$ cat src/rtl/femto_pkg.sv
// Shared encodings for the femto core: writeback source selects and load funct3 codes.
package femto_pkg;

  typedef enum logic [1:0] {
    WB_ALU  = 2'b00,
    WB_LOAD = 2'b01,
    WB_PC4  = 2'b10,
    WB_RSV  = 2'b11
  } wb_src_e;

  localparam logic [2:0] F3_LB  = 3'b000;
  localparam logic [2:0] F3_LH  = 3'b001;
  localparam logic [2:0] F3_LW  = 3'b010;
  localparam logic [2:0] F3_LBU = 3'b100;
  localparam logic [2:0] F3_LHU = 3'b101;

endpackage

$ cat src/rtl/writeback_unit_if.sv
// Upstream op / memory response / register-file write bundle of the writeback unit.
interface writeback_unit_if;
  logic        wb_valid;
  logic        wb_ready;
  logic [1:0]  wb_src;
  logic [4:0]  wb_rd;
  logic [31:0] alu_result;
  logic [31:0] pc_plus4;
  logic [2:0]  ld_funct3;
  logic        mem_rvalid;
  logic [31:0] mem_rdata;
  logic        regwrite;
  logic [4:0]  writereg;
  logic [31:0] writedata;
  logic        pend_valid;
  logic [4:0]  pend_rd;
  logic        wb_err;

  // Handshake: an op transfers on a rising edge where wb_valid && wb_ready;
  // the producer holds its fields stable while wb_valid is high and unaccepted.
  modport master (
    output wb_valid, wb_src, wb_rd, alu_result, pc_plus4, ld_funct3, mem_rvalid, mem_rdata,
    input  wb_ready, regwrite, writereg, writedata, pend_valid, pend_rd, wb_err
  );

  modport slave (
    input  wb_valid, wb_src, wb_rd, alu_result, pc_plus4, ld_funct3, mem_rvalid, mem_rdata,
    output wb_ready, regwrite, writereg, writedata, pend_valid, pend_rd, wb_err
  );
endinterface

$ cat src/rtl/writeback_unit_load_extend.sv
// Combinational byte/half selection and sign/zero extension of an aligned load word.
module load_extend
  import femto_pkg::*;
(
  input  logic [31:0] rdata,
  input  logic [2:0]  funct3,
  input  logic [1:0]  offset,
  output logic [31:0] data,
  output logic        illegal
);

  logic [7:0]  w_byte;
  logic [15:0] w_half;

  assign w_byte = rdata[{offset, 3'b000} +: 8];
  assign w_half = offset[1] ? rdata[31:16] : rdata[15:0];

  always_comb begin
    data    = 32'd0;
    illegal = 1'b0;
    case (funct3)
      F3_LB:  data = {{24{w_byte[7]}}, w_byte};
      F3_LBU: data = {24'd0, w_byte};
      F3_LH: begin
        data    = {{16{w_half[15]}}, w_half};
        illegal = offset[0];
      end
      F3_LHU: begin
        data    = {16'd0, w_half};
        illegal = offset[0];
      end
      F3_LW: begin
        data    = rdata;
        illegal = (offset != 2'd0);
      end
      default: illegal = 1'b1;
    endcase
  end

endmodule

$ cat src/rtl/writeback_unit.sv
// Writeback stage: registers ALU/PC4 results and waits for load data with a timeout.
module writeback_unit
  import femto_pkg::*;
#(
  parameter int unsigned TIMEOUT_CYCLES = 64
) (
  input  logic             clk,
  input  logic             rst,
  writeback_unit_if.slave  bus,
  output logic [0:0]       dbg_state
);

  localparam logic [0:0] S_IDLE     = 1'b0;
  localparam logic [0:0] S_WAIT_MEM = 1'b1;
  localparam logic [7:0] TMO_LAST   = 8'(TIMEOUT_CYCLES - 1);

  logic [0:0]  r_state;
  logic [7:0]  r_tmo_cnt;
  logic [4:0]  r_rd;
  logic [2:0]  r_funct3;
  logic [1:0]  r_offset;
  logic        r_regwrite;
  logic [4:0]  r_writereg;
  logic [31:0] r_writedata;
  logic        r_pend_valid;
  logic [4:0]  r_pend_rd;
  logic        r_wb_err;

  logic        w_idle;
  logic [2:0]  w_funct3;
  logic [1:0]  w_offset;
  logic [31:0] w_ld_data;
  logic        w_ld_illegal;

  assign w_idle = (r_state == S_IDLE);

  // One extender serves both the legality check at acceptance and the data path in WAIT_MEM.
  assign w_funct3 = w_idle ? bus.ld_funct3 : r_funct3;
  assign w_offset = w_idle ? bus.alu_result[1:0] : r_offset;

  load_extend u_load_extend (
    .rdata   (bus.mem_rdata),
    .funct3  (w_funct3),
    .offset  (w_offset),
    .data    (w_ld_data),
    .illegal (w_ld_illegal)
  );

  always_ff @(posedge clk or posedge rst) begin
    if (rst) begin
      r_state      <= S_IDLE;
      r_tmo_cnt    <= 8'd0;
      r_rd         <= 5'd0;
      r_funct3     <= 3'd0;
      r_offset     <= 2'd0;
      r_regwrite   <= 1'b0;
      r_writereg   <= 5'd0;
      r_writedata  <= 32'd0;
      r_pend_valid <= 1'b0;
      r_pend_rd    <= 5'd0;
      r_wb_err     <= 1'b0;
    end else begin
      r_regwrite <= 1'b0;
      r_wb_err   <= 1'b0;
      case (r_state)
        S_IDLE: begin
          if (bus.wb_valid) begin
            case (bus.wb_src)
              WB_ALU, WB_PC4: begin
                r_regwrite  <= (bus.wb_rd != 5'd0);
                r_writereg  <= bus.wb_rd;
                r_writedata <= (bus.wb_src == WB_ALU) ? bus.alu_result : bus.pc_plus4;
              end
              WB_LOAD: begin
                if (w_ld_illegal) begin
                  r_wb_err <= 1'b1;
                end else begin
                  r_state      <= S_WAIT_MEM;
                  r_tmo_cnt    <= 8'd0;
                  r_rd         <= bus.wb_rd;
                  r_funct3     <= bus.ld_funct3;
                  r_offset     <= bus.alu_result[1:0];
                  r_pend_valid <= (bus.wb_rd != 5'd0);
                  r_pend_rd    <= bus.wb_rd;
                end
              end
              default: r_wb_err <= 1'b1;
            endcase
          end
        end
        S_WAIT_MEM: begin
          // A response in the final counted cycle still wins over the timeout.
          if (bus.mem_rvalid) begin
            r_regwrite   <= (r_rd != 5'd0);
            r_writereg   <= r_rd;
            r_writedata  <= w_ld_data;
            r_pend_valid <= 1'b0;
            r_state      <= S_IDLE;
          end else if (r_tmo_cnt == TMO_LAST) begin
            r_wb_err     <= 1'b1;
            r_pend_valid <= 1'b0;
            r_state      <= S_IDLE;
          end else begin
            r_tmo_cnt <= r_tmo_cnt + 8'd1;
          end
        end
        default: r_state <= S_IDLE;
      endcase
    end
  end

  assign bus.wb_ready   = w_idle;
  assign bus.regwrite   = r_regwrite;
  assign bus.writereg   = r_writereg;
  assign bus.writedata  = r_writedata;
  assign bus.pend_valid = r_pend_valid;
  assign bus.pend_rd    = r_pend_rd;
  assign bus.wb_err     = r_wb_err;
  assign dbg_state      = r_state;

endmodule

$ cat src/flat_wrapper.sv
// flat-port wrapper written by rule: the top's interface ports become plain ports
module writeback_unit_flat import femto_pkg::*;
#(
  parameter int unsigned TIMEOUT_CYCLES = 64
)
  (clk, rst, dbg_state, bus_wb_valid, bus_wb_src, bus_wb_rd, bus_alu_result, bus_pc_plus4, bus_ld_funct3, bus_mem_rvalid, bus_mem_rdata, bus_wb_ready, bus_regwrite, bus_writereg, bus_writedata, bus_pend_valid, bus_pend_rd, bus_wb_err);
  writeback_unit_if bus_i ();
  input  logic clk;
  input  logic rst;
  output logic [0:0] dbg_state;
  input wire logic [$bits(bus_i.wb_valid)-1:0] bus_wb_valid;
  input wire logic [$bits(bus_i.wb_src)-1:0] bus_wb_src;
  input wire logic [$bits(bus_i.wb_rd)-1:0] bus_wb_rd;
  input wire logic [$bits(bus_i.alu_result)-1:0] bus_alu_result;
  input wire logic [$bits(bus_i.pc_plus4)-1:0] bus_pc_plus4;
  input wire logic [$bits(bus_i.ld_funct3)-1:0] bus_ld_funct3;
  input wire logic [$bits(bus_i.mem_rvalid)-1:0] bus_mem_rvalid;
  input wire logic [$bits(bus_i.mem_rdata)-1:0] bus_mem_rdata;
  output wire logic [$bits(bus_i.wb_ready)-1:0] bus_wb_ready;
  output wire logic [$bits(bus_i.regwrite)-1:0] bus_regwrite;
  output wire logic [$bits(bus_i.writereg)-1:0] bus_writereg;
  output wire logic [$bits(bus_i.writedata)-1:0] bus_writedata;
  output wire logic [$bits(bus_i.pend_valid)-1:0] bus_pend_valid;
  output wire logic [$bits(bus_i.pend_rd)-1:0] bus_pend_rd;
  output wire logic [$bits(bus_i.wb_err)-1:0] bus_wb_err;
  assign bus_i.wb_valid = bus_wb_valid;
  assign bus_i.wb_src = bus_wb_src;
  assign bus_i.wb_rd = bus_wb_rd;
  assign bus_i.alu_result = bus_alu_result;
  assign bus_i.pc_plus4 = bus_pc_plus4;
  assign bus_i.ld_funct3 = bus_ld_funct3;
  assign bus_i.mem_rvalid = bus_mem_rvalid;
  assign bus_i.mem_rdata = bus_mem_rdata;
  assign bus_wb_ready = bus_i.wb_ready;
  assign bus_regwrite = bus_i.regwrite;
  assign bus_writereg = bus_i.writereg;
  assign bus_writedata = bus_i.writedata;
  assign bus_pend_valid = bus_i.pend_valid;
  assign bus_pend_rd = bus_i.pend_rd;
  assign bus_wb_err = bus_i.wb_err;
  writeback_unit #(.TIMEOUT_CYCLES(TIMEOUT_CYCLES)) u_core (.clk(clk), .rst(rst), .bus(bus_i), .dbg_state(dbg_state));
endmodule
$ cat config.mk
export PLATFORM = sky130hd
export DESIGN_NAME = writeback_unit_flat
export DESIGN_NICKNAME = d
export VERILOG_FILES = /design/src/rtl/femto_pkg.sv /design/src/rtl/writeback_unit_if.sv /design/src/rtl/writeback_unit_load_extend.sv /design/src/rtl/writeback_unit.sv /design/src/flat_wrapper.sv
export SDC_FILE = /design/constraint.sdc
export NUM_CORES = 1
export LEC_CHECK = 0
export ABC_CLOCK_PERIOD_IN_PS = 5100
export CORE_ASPECT_RATIO = 1.75
export CORE_MARGIN = 2
export CORE_UTILIZATION = 30
export CTS_BUF_LIST = sky130_fd_sc_hd__clkbuf_4 sky130_fd_sc_hd__clkbuf_8 sky130_fd_sc_hd__clkbuf_16
export DETAILED_ROUTE_END_ITERATION = 16
export PLACE_DENSITY_LB_ADDON = 0.1
export SLEW_MARGIN = 20
export SYNTH_ARGS = -nofsm -noshare
export SYNTH_HDL_FRONTEND = slang
export SYNTH_SLANG_ARGS = --single-unit
export TNS_END_PERCENT = 1
$ cat constraint.sdc
create_clock -name clk -period 5.1 [get_ports clk]
set_clock_uncertainty 0.05 [all_clocks]
set_input_delay 1.02 -clock clk [delete_from_list [all_inputs] [get_ports clk]]
set_output_delay 1.02 -clock clk [all_outputs]
set_load 0.02 [all_outputs]
==> summary by stage <==
Outcome
The flow ran to the end, and the final reports show no timing, DRC or antenna violations.

Synthesis
The cell count after synthesis is between 300 and 400. The Yosys step of the flow raised 0 warnings. The number of flip-flops and latches in the synthesized netlist is 59.

The post-synth net total is approximately 470. The cell accounting for the most synthesized area is sky130_fd_sc_hd__dfrtp_1. Sequential elements use 40.7% of the synthesized area. The commonest cells after synthesis are 59 x sky130_fd_sc_hd__dfrtp_1, 42 x sky130_fd_sc_hd__mux2i_1, 30 x sky130_fd_sc_hd__nor3_1, 24 x sky130_fd_sc_hd__a221oi_1, 24 x sky130_fd_sc_hd__nand2_1. Counting flops with a built-in enable in the synthesized netlist gives 0. The top cell type by area accounts for between 40% and 50% of the synthesized area. The cell with the most instances after synthesis is sky130_fd_sc_hd__dfrtp_1. The synthesized netlist contains a little under 50 unique library cells. After synthesis, the cell types taking the most area are sky130_fd_sc_hd__dfrtp_1 41%, sky130_fd_sc_hd__mux2i_1 12%, sky130_fd_sc_hd__a221oi_1 5.8%. The dominant synthesized flop cell is sky130_fd_sc_hd__dfrtp_1. The average instance area after synthesis is 10.2 sq um. Summing every instance area after synthesis gives 3630 sq um. After synthesis, the share of flip-flops with an asynchronous set or reset is 100%.

Placed design
The HPWL after detailed placement is 10.4 mm. Counting tap cells, the placed design contains a total of 627 instances. The final weighted congestion in routability-driven placement is about 0.87. The number of input and output port buffers inserted is roughly 160. In this run the cell area measured after placement is approximately 5300 sq um.

Clocking
The number of levels in the clock H-tree is 3. Clock tree synthesis inserted a total of 9 buffers. The buffer type at the clock tree root is sky130_fd_sc_hd__clkbuf_16. The total number of clock tree sinks is just under 60. After clock tree synthesis, the clock-pin slew on the worst setup and hold paths is about 0.05 ns.

The number of gates resized after CTS is 0. Counting along the longest clock path gives a buffer depth of 2. The clock network latency to the later pin of the worst-skew pair is approximately 0.33 ns. The post-CTS setup-driven buffer insertion count is 0.

The TritonCTS clock tree is yes. The number of hold buffers added after CTS was 0.

Routing
The detailed-route DRC error count is 0. The first-pass iteration count of the detailed router is 7. The number of violations reported at the end of detailed-routing iteration 0 is about 240. The average detailed-routed wire length per instance is roughly 21 microns. Wires add up to ~13 mm. Once detail routing completed, the nets flagged for antenna violations numbered 0. In the routed layout, each cell is associated on average with a via count of 5.63. The total via count after detailed routing is between 3000 and 4000.

Critical path
The arrival time at the worst endpoint is between 3 and 4 ns. The worst path required time is ~5.3 ns. The path depth of the worst reg2reg path is 6. The launch point of the worst reg-to-reg path is u_core.dbg_state$_DFF_PP0_. The stage delay of the slowest cell on the critical path is around 0.87 ns. The top fanout value on the critical path is 53. The setup slack of the worst register-to-register path is around 2.3 ns. The signal on the critical path passes through clkdlybuf4s50_1 > nand2_1 > o21a_2 > nor3_1 > a221oi_1 > nand2_2.

The type of the setup path with the least slack is in -> reg. The kind of capture point of the worst setup path is a flip-flop. The worst setup path is launched from an input port. The capture point of the worst reg-to-reg path is u_core.bus.writedata[22]$_DFFE_PP0P_. Among all stages on the critical path, the largest delay is contributed by sky130_fd_sc_hd__o21a_2.

Flow run
The tool flagged a number of max-cap violations equal to 0.

Finish
The antenna diode count is 0. The synthesis-to-layout area growth is 53.3%. The net count of the finished layout is just over 600. The number of standard cells in the final layout excluding fillers is between 600 and 700. After routing the design area is around 5600 sq um. Of the cells placed in the final design, the portion with a size suffix greater than 1 is 11.3%. The filler cell count is around 1200.

Power and ir drop
The relative contribution of combinational cells to total power is between 30% and 40%. The internal power summed over all cells is between 1 and 1.5 mW. The clock network power share is slightly below 30%.

Of the total power, the share spent switching nets is roughly a third. The analysis attributes to net switching a power of just under 0.7 mW. In this run, flip-flops and latches consume about 34% of the power. Across the VDD grid, the largest voltage drop is between 0.0002 and 0.00025 V. The leakage dissipation is approximately 2.2 nW. Dividing total power by cell area gives a power density of 363 nW/um^2.

Die
The floorplan step set the die width to approximately 87 microns. The die covers 13000 sq um. In this run the count of I/O pins placed on the die edge is between 150 and 200. Measured along the y axis, the die boundary spans around 150 microns.

The row count is 53. Once the floorplan was initialized, standard cells occupied 30.4% of the core. The floorplan step defined a core boundary enclosing 11900 sq um.

Timing
For the final routed database, the setup TNS stands at 0 ns. The remaining max-slew budget at the tightest pin is about a third. Static timing analysis puts the maximum clock frequency at approximately 0.33 GHz. The transition time at the pin with the least slew margin is about 1.0 ns.

Setup repair after global routing left no endpoint under its margin. For the finished layout, the period the worst path requires is ~3.1 ns. The total count of max-transition violations in the final report is 0. The final count of hold timing violations came to 0.

Setup violations remaining at the end of the flow were counted as 0. The worst path uses between 60% and 70% of the clock period.

GRT
The total grt overflow is 0. Global routing consumed, over all layers together, between 20 and 25% of the routing resources. The number of antenna violations at the first check in global routing is 0.

The wire length of the first global-routing pass is about 20 mm. The number of global-route vias before repair is 3618. Entering global routing, the biggest net connects 54 pins.

Hold path
Counting instances, the worst hold path has a depth of 2. The path with the worst hold slack has its endpoint at u_core.bus.writereg[0]$_DFFE_PP0P_. The start point of the worst min-delay path is u_core.bus.writereg[0]$_DFFE_PP0P_. The min-delay analysis places its worst path in the category reg -> reg.
[area by class of cell]
cell class                 count  area, sq um  area share, %
sequential                    59         1480           26.6
inverter                       6         22.5          0.405
multi-input combinational    263         2000           36.0
clock inverter                 6         57.6           1.03
tap                          137          171           3.08
clock buffer                   9          225           4.05
timing repair buffer         162         1610           28.9
[how the worst max path moves through the flow]
stage	cells after the start	from	slack, ns	to
final	6	bus_mem_rvalid	2.03	u_core.bus.writedata[22]$_DFFE_PP0P_
after CTS	5	bus_wb_src[0]	1.98	u_core.bus.writedata[0]$_DFFE_PP0P_
after global placement	5	bus_wb_src[0]	1.70	u_core.bus.writedata[0]$_DFFE_PP0P_
after detailed placement	5	bus_wb_src[0]	1.63	u_core.bus.writedata[0]$_DFFE_PP0P_
after global routing	6	bus_mem_rvalid	1.80	u_core.bus.writedata[23]$_DFFE_PP0P_
after floorplan	1	rst	2.57	u_core.bus.pend_rd[0]$_DFFE_PP0P_
[stage by stage]
stage / utilization, % / power [mW] / hold slack [ns] / setup WS [ns]
global placement: 44.3 / 1.43 / 0.421 / 1.70
global route: 46.6 / 2.12 / 0.464 / 1.80
detailed placement: 44.3 / 1.45 / 0.423 / 1.63
finish: 46.6 / 2.02 / 0.426 / 2.03
CTS: 46.6 / 2.05 / 0.435 / 1.98
floorplan: - / 1.07 / 0.440 / 2.57
[critical path, delay by kind of cell]
| family | cells | cell delay [ns] |
|---|---|---|
| buf+inv | 1 | 0.47 |
| compound gates | 2 | 1.17 |
| simple gates | 3 | 0.55 |
[sequential cells by signal, indices dropped and copies added, names as in the netlist, 2 cells and up]
register / flops
u_core.bus.pend_rd: 5
u_core.r_offset: 2
u_core.bus.writedata: 32
u_core.r_tmo_cnt: 8
u_core.r_funct3: 3
u_core.bus.writereg: 5
[placed cells by master, fill, tap and decap left out, types with 3 or more instances in the layout]
master	instances
sky130_fd_sc_hd__a311oi_1	7
sky130_fd_sc_hd__o21ai_0	18
sky130_fd_sc_hd__mux4_2	8
sky130_fd_sc_hd__clkbuf_16	9
sky130_fd_sc_hd__nor3_1	30
sky130_fd_sc_hd__o21ai_1	3
sky130_fd_sc_hd__a222oi_1	8
sky130_fd_sc_hd__nor2b_1	4
sky130_fd_sc_hd__buf_4	6
sky130_fd_sc_hd__inv_1	5
sky130_fd_sc_hd__clkdlybuf4s50_1	156
sky130_fd_sc_hd__dfrtp_1	58
sky130_fd_sc_hd__a21oi_1	13
sky130_fd_sc_hd__mux2i_1	42
sky130_fd_sc_hd__a221oi_1	24
sky130_fd_sc_hd__mux2_2	11
sky130_fd_sc_hd__clkinv_2	4
sky130_fd_sc_hd__nor2_1	14
sky130_fd_sc_hd__nand2_1	24
sky130_fd_sc_hd__o211ai_1	4
sky130_fd_sc_hd__nand3_1	13
sky130_fd_sc_hd__nand2_2	7
[power by group through the flow]
stage | Clock [mW] | Combinational [mW] | Sequential (mW)
6_report | 0.588 | 0.742 | 0.689
2_1_floorplan | 0 | 0.286 | 0.782
3_5_place_dp | 0 | 0.752 | 0.696
4_1_cts | 0.605 | 0.754 | 0.689
3_3_place_gp | 0 | 0.742 | 0.690
5_1_grt | 0.619 | 0.795 | 0.705
[cell families after synthesis]
group / count (synthesis) / share of synthesized area (%)
AND/OR/NAND/NOR: 105 / 14.3
multiplexers: 62 / 20.6
AO/OA/AOI/OAI: 95 / 19.8
adder cells (fa/ha/maj): 1 / 0.345
buffers and inverters: 33 / 4.34
flip-flops: 59 / 40.7
[routing by layer]
layer	wire length [microns]	share of wire, %	GRT usage, %
met4	471	3.5	11.8
met2	7370	55	38.0
met5	0	0	0
met1	4790	36	21.6
met3	770	5.7	3.09
No activity file was read; power rests on OpenSTA's default activity.
